File: src/rtl/sta_path_buf.sv
// Path capture buffer: stores an STA result burst, then replays the node list
// to a valid/ready consumer while flagging malformed paths in err.
module sta_path_buf #(
    parameter int         MAX_NODES = 16,
    parameter logic [3:0] SRC_NODE  = 4'd0,
    parameter logic [3:0] DST_NODE  = 4'd1
) (
    input  logic       clk,
    input  logic       rst,
    input  logic       in_valid,
    input  logic [7:0] in_delay,
    input  logic [3:0] in_node,
    input  logic       out_ready,
    output logic       out_valid,
    output logic [3:0] out_node,
    output logic       out_last,
    output logic [4:0] path_len,
    output logic [7:0] path_delay,
    output logic [3:0] err,
    output logic       busy
);

    typedef enum logic [1:0] {
        IDLE,
        CAPTURE,
        REPLAY
    } state_t;

    localparam logic [4:0] MAX_LEN = 5'(MAX_NODES);

    state_t      state;
    state_t      state_nxt;
    logic [3:0]  mem [16];
    logic [3:0]  rd_ptr;
    logic [15:0] visited;
    logic [4:0]  len_q;
    logic [7:0]  delay_q;
    logic [3:0]  err_q;

    logic start;
    logic store;
    logic drop;
    logic overrun;
    logic replay;
    logic last;
    logic accept;

    // The first CAPTURE cycle without in_valid already presents node 0,
    // so replay starts the cycle right after the burst.
    always_comb begin
        start     = (state == IDLE) && in_valid;
        store     = (state == CAPTURE) && in_valid && (len_q != MAX_LEN);
        drop      = (state == CAPTURE) && in_valid && (len_q == MAX_LEN);
        overrun   = (state == REPLAY) && in_valid;
        replay    = (state == REPLAY) || ((state == CAPTURE) && !in_valid);
        last      = replay && (5'(rd_ptr) == len_q - 5'd1);
        accept    = replay && out_ready;
        state_nxt = state;
        unique case (state)
            IDLE: begin
                if (in_valid) state_nxt = CAPTURE;
            end
            CAPTURE: begin
                if (!in_valid) state_nxt = (accept && last) ? IDLE : REPLAY;
            end
            REPLAY: begin
                if (accept && last) state_nxt = IDLE;
            end
            default: state_nxt = IDLE;
        endcase
    end

    always_ff @(posedge clk or posedge rst) begin
        if (rst) state <= IDLE;
        else     state <= state_nxt;
    end

    always_ff @(posedge clk) begin
        if (start)      mem[0] <= in_node;
        else if (store) mem[len_q[3:0]] <= in_node;
    end

    // err[1] tracks the most recently stored node, so it is final once
    // the burst ends.
    always_ff @(posedge clk or posedge rst) begin
        if (rst) begin
            rd_ptr  <= '0;
            visited <= '0;
            len_q   <= '0;
            delay_q <= '0;
            err_q   <= '0;
        end else begin
            if (start) begin
                len_q   <= 5'd1;
                delay_q <= in_delay;
                visited <= 16'b1 << in_node;
                rd_ptr  <= '0;
                err_q   <= {2'b00, in_node != DST_NODE, in_node != SRC_NODE};
            end
            if (store) begin
                len_q    <= len_q + 5'd1;
                visited  <= visited | (16'b1 << in_node);
                err_q[1] <= (in_node != DST_NODE);
                if (visited[in_node]) err_q[2] <= 1'b1;
            end
            if (drop || overrun) err_q[3] <= 1'b1;
            if (accept) rd_ptr <= last ? 4'd0 : rd_ptr + 4'd1;
        end
    end

    assign out_valid  = replay;
    assign out_node   = replay ? mem[rd_ptr] : 4'd0;
    assign out_last   = last;
    assign path_len   = len_q;
    assign path_delay = delay_q;
    assign err        = err_q;
    assign busy       = (state != IDLE);

endmodule

File: config.mk
export PLATFORM = sky130hd
export DESIGN_NAME = sta_path_buf
export DESIGN_NICKNAME = d
export VERILOG_FILES = /design/src/rtl/sta_path_buf.sv
export SDC_FILE = /design/constraint.sdc
export NUM_CORES = 1
export LEC_CHECK = 0
export ABC_AREA = 1
export ABC_CLOCK_PERIOD_IN_PS = 2400
export BUFFER_PORTS_ARGS = -buffer_cell sky130_fd_sc_hd__clkbuf_2
export CAP_MARGIN = 20
export CORE_ASPECT_RATIO = 0.5
export CORE_MARGIN = 8
export CORE_UTILIZATION = 62
export CTS_BUF_LIST = sky130_fd_sc_hd__clkbuf_8
export DETAILED_ROUTE_END_ITERATION = 10
export GPL_ROUTABILITY_DRIVEN = 0
export PLACE_DENSITY = 0.92
export SETUP_SLACK_MARGIN = 0.15
export SYNTH_ARGS = -nofsm -noshare
export SYNTH_HDL_FRONTEND = slang
export SYNTH_SLANG_ARGS = --single-unit
File: constraint.sdc
create_clock -name clk -period 2.4 [get_ports clk]
set_input_delay 0.12 -clock clk [delete_from_list [all_inputs] [get_ports clk]]
set_output_delay 0.12 -clock clk [all_outputs]
set_load 0.01 [all_outputs]
# After elaboration in Yosys (flattened, before gate mapping)
# Memories as Yosys holds them, arrays and structs flattened.
# Cells that the tools add are included.
# W data, S select, Z words.
op_classes:
  n_addsub: 3
  mul: 0
  n_div: 0
  order_cmp: 1
  eq_ne: 9
  n_shift: 1
  mux: 27
  bitwise: 1
  n_reduce_logical: 20
op_table:
  columns: ["op", "count"]
  rows:
  - ["$mux W16", 2]
  - ["$mux W4", 7]
  - ["$or A16 B16 Y16", 1]
  - ["$shl A1 B4 Y16 const A", 1]
  - ["$mux W2", 5]
  - ["$mux W5", 2]
  - ["$logic_and A1 B1 Y1", 9]
  - ["$mux W1", 9]
  - ["$reduce_bool A2 Y1", 4]
  - ["$pmux W2 S3", 1]
  - ["$add A5 B1 Y5 const B", 1]
  - ["$eq A4 B5 Y1", 1]
  - ["$eq A5 B5 Y1 const B", 1]
  - ["$lt A4 B5 Y1 const B", 1]
  - ["$ne A5 B5 Y1 const B", 1]
  - ["$sub A5 B1 Y5 const B", 1]
  - ["$add A4 B1 Y4 const B", 1]
  - ["$bmux W1 S4", 1]
  - ["$ne A2 B2 Y1 const B", 2]
  - ["$ne A4 B1 Y1 const B", 1]
  - ["$reduce_bool A4 Y1", 1]
  - ["$reduce_or A4 Y1", 1]
  - ["$reduce_and A3 Y1", 1]
  - ["$eq A2 B1 Y1 const B", 1]
  - ["5 further kinds", 6]
totals:
  reg_bits: 39
  latch_bits: 0
  ram_bits: 64
  mem_bits_ro: 0
  inputBits: 16
  out_inout_bits: 24
  word_cells: 72
  mem_count: 1
mem_list:
  columns: ["memory", "words", "width", "read_ports", "rd_ports_with_merged_regs", "write_ports", "line", "rtl"]
  rows:
  - ["mem", 16, 4, 1, 0, 1, "33", "logic [3:0] mem [16];"]

# Depth between registers and ports, before layout
logic_depth:
  word_depth: 8
  depth_mapped: 11
  mapped_depth_nobuf: 11

# Worst setup path after synthesis
# OpenSTA, ideal clock, no wires.
synth_timing:
  path_type: "flip-flop to flip-flop"
  start: "register len_q[0] (netlist: path_len[0])"
  end: "memory mem[0][0], enable pin"
  setup_time_ns: 0.361
  arrival_ns: 1.608
  t_required_ns: 2.039
  slack_ns: 0.431
  path_stages_with_launch: 10
  n_path_buf: 0
  period_less_slack_ns: 1.969
  cell_sequence: "dfrtp_1 -> inv_2 -> ha_1 -> nand3_2 -> inv_2 -> nand2_4 -> nand2_8 -> nand2_8 -> inv_4 -> nor3_1"
synth_between:
  elab_chain_cells: 7
  word_cells_on_any_way: 8
  cone_classes: "1 x eq/ne; 5 x mux; 2 x reduce/logical"
synth_rtl:
  columns: ["item", "line", "rtl"]
  rows:
  - ["start, declared", "36", "logic [4:0] len_q;"]
  - ["start signal, assigned", "101", "len_q <= len_q + 5'd1;"]
  - ["$ne A5 B5 Y1", "52", "store = (state == CAPTURE) && in_valid && (len_q != MAX_LEN);"]
  - ["$logic_and A1 B1 Y1", "52", null]
  - ["$mux W1", "80", "else if (store) mem[len_q[3:0]] <= in_node;"]
  - ["$mux W1", "79", "if (start) mem[0] <= in_node;"]
  - ["$mux W1 (not written as such)", "80", null]
  - ["$reduce_or A4 Y1 (no line)", null, null]
  - ["$mux W4 (no line) or $mux W1 (tied branches)", null, null]
  - ["end, declared", "33", null]
# Several ways; a longest one is shown, not always the timed one.

# Worst setup path in the final report
layout_timing:
  start: "register rd_ptr[0]"
  end: "output out_node[3]"
layout_between:
  elab_chain_cells: 2
layout_rtl:
  columns: ["item", "line", "rtl"]
  rows:
  - ["start, declared", "34", "logic [3:0] rd_ptr;"]
  - ["start signal, assigned", "107", "if (accept) rd_ptr <= last ? 4'd0 : rd_ptr + 4'd1;"]
  - ["$mem_v2 Z16 W4", null, null]
  - ["$mux W4", "112", "assign out_node = replay ? mem[rd_ptr] : 4'd0;"]
  - ["end, declared", "15", "output logic [3:0] out_node,"]
# No other way between the ends.

==> metrics.cfg <==
[run_status]
status=finished clean

[routing]
antenna_left=0
drt_pass1_iterations=5
drtIter0Drc=450
drc=0
avgViaCountPerCell=5.74
wl_um=11200
wire_per_inst_um=17.2
via_count=3747

[critical_path]
worst_r2r_startpoint=path_len[0]
startpoint_type=flip-flop
r2r_slack_ns=0.26
cp.required_ns=2.28
worstReg2RegEnd=mem[4][0]
crit_path_max_fanout=21
worst_setup_path_end_kind=primary output
crit_type=reg2out
reg2regPathDepth=9
crit_arrival_ns=2.04

[timing]
hold_viol=0
finalCriticalPeriod_ns=2.16
maxSlewViolCount=0
worst_hold_slack_ns=0.0530
max_slew_margin_pct=61.4
finalSetupViolations=0
rsz0062_at_grt=true
period_share_pct=90.0
max_freq_ghz=0.463
tightest_slew_ns=0.575
finalSetupTns_ns=0
fin_skew_ns=0.00678

[min_path]
holdCritStartpoint=out_ready
min_path_cells=4
hp-class=in2reg
hold_end=state[1]

[placement]
place_area_mm2=0.00506
portBuffers=39
dp_hpwl_um=7110

[yosys]
synth_area_per_cell_um2=9.50
synthMuxAreaShare_pct=0
synthXorXnorAreaFrac_pct=1.28
synth-seq-cells=103
synthSimpleGateAreaFrac_pct=24.2
synthDistinctLibCells=33
synth.area.top_cells=edfxtp_1 (40%), dfrtp_1 (20%), nand2_1 (12%)
synth_seq_area_share_pct=60.6
synth_compound_area_share_pct=7.91
yosysTopAreaCell=edfxtp_1
synthCells=503
synth_adder_area_share_pct=0.786
ys_warn_count=0
synth_top_family_by_area=simple AND/OR/NAND/NOR gates
synth_top_area_share_pct=40.2
syn_nets=522
synth_area_mm2=0.00478

[final_layout]
final_area_mm2=0.00535
diodes=0
final_cell_mix=nand2_1 (147), nor2_1 (66), edfxtp_1 (64), nand3_1 (51), clkbuf_2 (39)
post-route-util_pct=72.2
drive_gt1_share_pct=17.4
layout.nets=571
layout_commonest_cell=nand2_1
n_fill_cell=458
area_growth_pct=11.9

[pwr]
power_mw=3.89
ir_worst_vdd_mv=0.433
p_per_area_mw_per_mm2=727
p_leak_nw=2.37

[clock_network]
htreeDepth=3
path_clk_slew_ns=0.09
cts_root_buf=clkbuf_8
postCtsSetupBuffers=0
ctsLongestPathBuffers=2
cts_tree=built
cts_sinks=103
worstSkewPairLatency_ns=0.38
cts_made_buffers=9

[floorplanning]
dieArea_mm2=0.0109
fp.coreArea_mm2=0.00740
start_util_pct=64.5
io_pins=40
die_x_um=140
die_h_um=78.1
num_rows=22

[global_routing]
grt_pass1_vias=3697
grt_use_total_pct=20.7
grt_pass1_wl_um=18000
grt_max_degree=40
antenna_found_initial=0
grt-ovfl-total=0

[job]
cap_viol_max_count=0

-- synthesized netlist by cell type (all sizes together) --
| cell type | count |
|---|---|
| o211ai | 7 |
| nand2 | 151 |
| edfxtp | 64 |
| xor2 | 6 |
| buf | 16 |
| o21ai | 38 |
| o22ai | 4 |
| xnor2 | 1 |
| nor2 | 67 |
| o21a | 1 |
| clkbuf | 3 |
| dfrtp | 39 |
| ha | 3 |
| nor3 | 3 |
| inv | 35 |
| nand3 | 53 |
| a21oi | 9 |
| clkinv | 2 |
| a21boi | 1 |
-- power breakdown --
part           total [mW]  switching (mW)  internal, mW
Clock                1.06           0.581         0.475
Combinational       0.901           0.596         0.305
Sequential           1.93          0.0209          1.91
Total                3.89            1.20          2.69
-- final cells by class --
class                           count  area (µm²)  area share, %
Clock inverter                      7        65.1           1.22
Clock buffer                        9         124           2.32
Tap cell                           96         120           2.25
Multi-Input combinational cell    344        1640           30.6
Sequential cell                   103        2900           54.2
Timing Repair Buffer               57         357           6.67
Inverter                           37         144           2.69
-- stage by stage --
step | worst slack, ns | cells
floorplan | 0.431 | 503
global placement | 0.289 | 628
CTS | 0.187 | 653
detailed placement | 0.228 | 628
finish | 0.239 | 653
global route | 0.126 | 653
-- metal layers --
metal  GRT usage, %  vias up  wire, µm  share of wire, %
met5              0        -         0                 0
met4           9.56        0       273               2.4
met3           6.16       27       947               8.4
met2           35.2      209      5610                50
met1           24.1     1748      4400                39
li1               -     1763         -                 -
-- flip-flops by register name (all words and copies together) (netlist names) --
name / count
path_delay: 8
mem: 64
err: 4
state: 2
visited: 16
rd_ptr: 4
path_len: 5
-- cell families after synthesis --
family                     Yosys count
and+or+nand+nor                    274
DFF                                103
AOI/OAI and AO/OA                   60
buffers and inverters               56
xor gates and xnor gates             7
adders and majority gates            3
-- worst max path at each step --
stage | from | to | slack [ns] | depth (start not counted)
floorplan | path_len[0] | mem[0][0] | 0.43 | 9
global placement | path_len[0] | mem[0][0] | 0.29 | 9
detailed placement | path_len[0] | mem[0][1] | 0.23 | 9
CTS | rd_ptr[0] | out_node[3] | 0.19 | 10
global route | path_len[0] | mem[4][0] | 0.13 | 9
finish | rd_ptr[0] | out_node[3] | 0.24 | 10
-- worst max-delay path, stage by stage (launching register included) --
cell	delay [ns]
dfrtp_2	0.44
buf_6	0.22
nor2_1	0.08
nor2_1	0.14
o21ai_0	0.13
nand3_1	0.12
nand2_1	0.09
nand2_1	0.07
nand2_1	0.04
nor2_1	0.16
clkbuf_2	0.17
-- timing repair --
| action | in CTS | in global routing |
|---|---|---|
| hold buffers | 9 | 0 |
| endpoints found under the hold margin | 47 | 0 |
| setup endpoints to repair | 0 | 35 |
| resized for setup | 0 | 7 |
No activity file was read; power rests on OpenSTA's default activity.
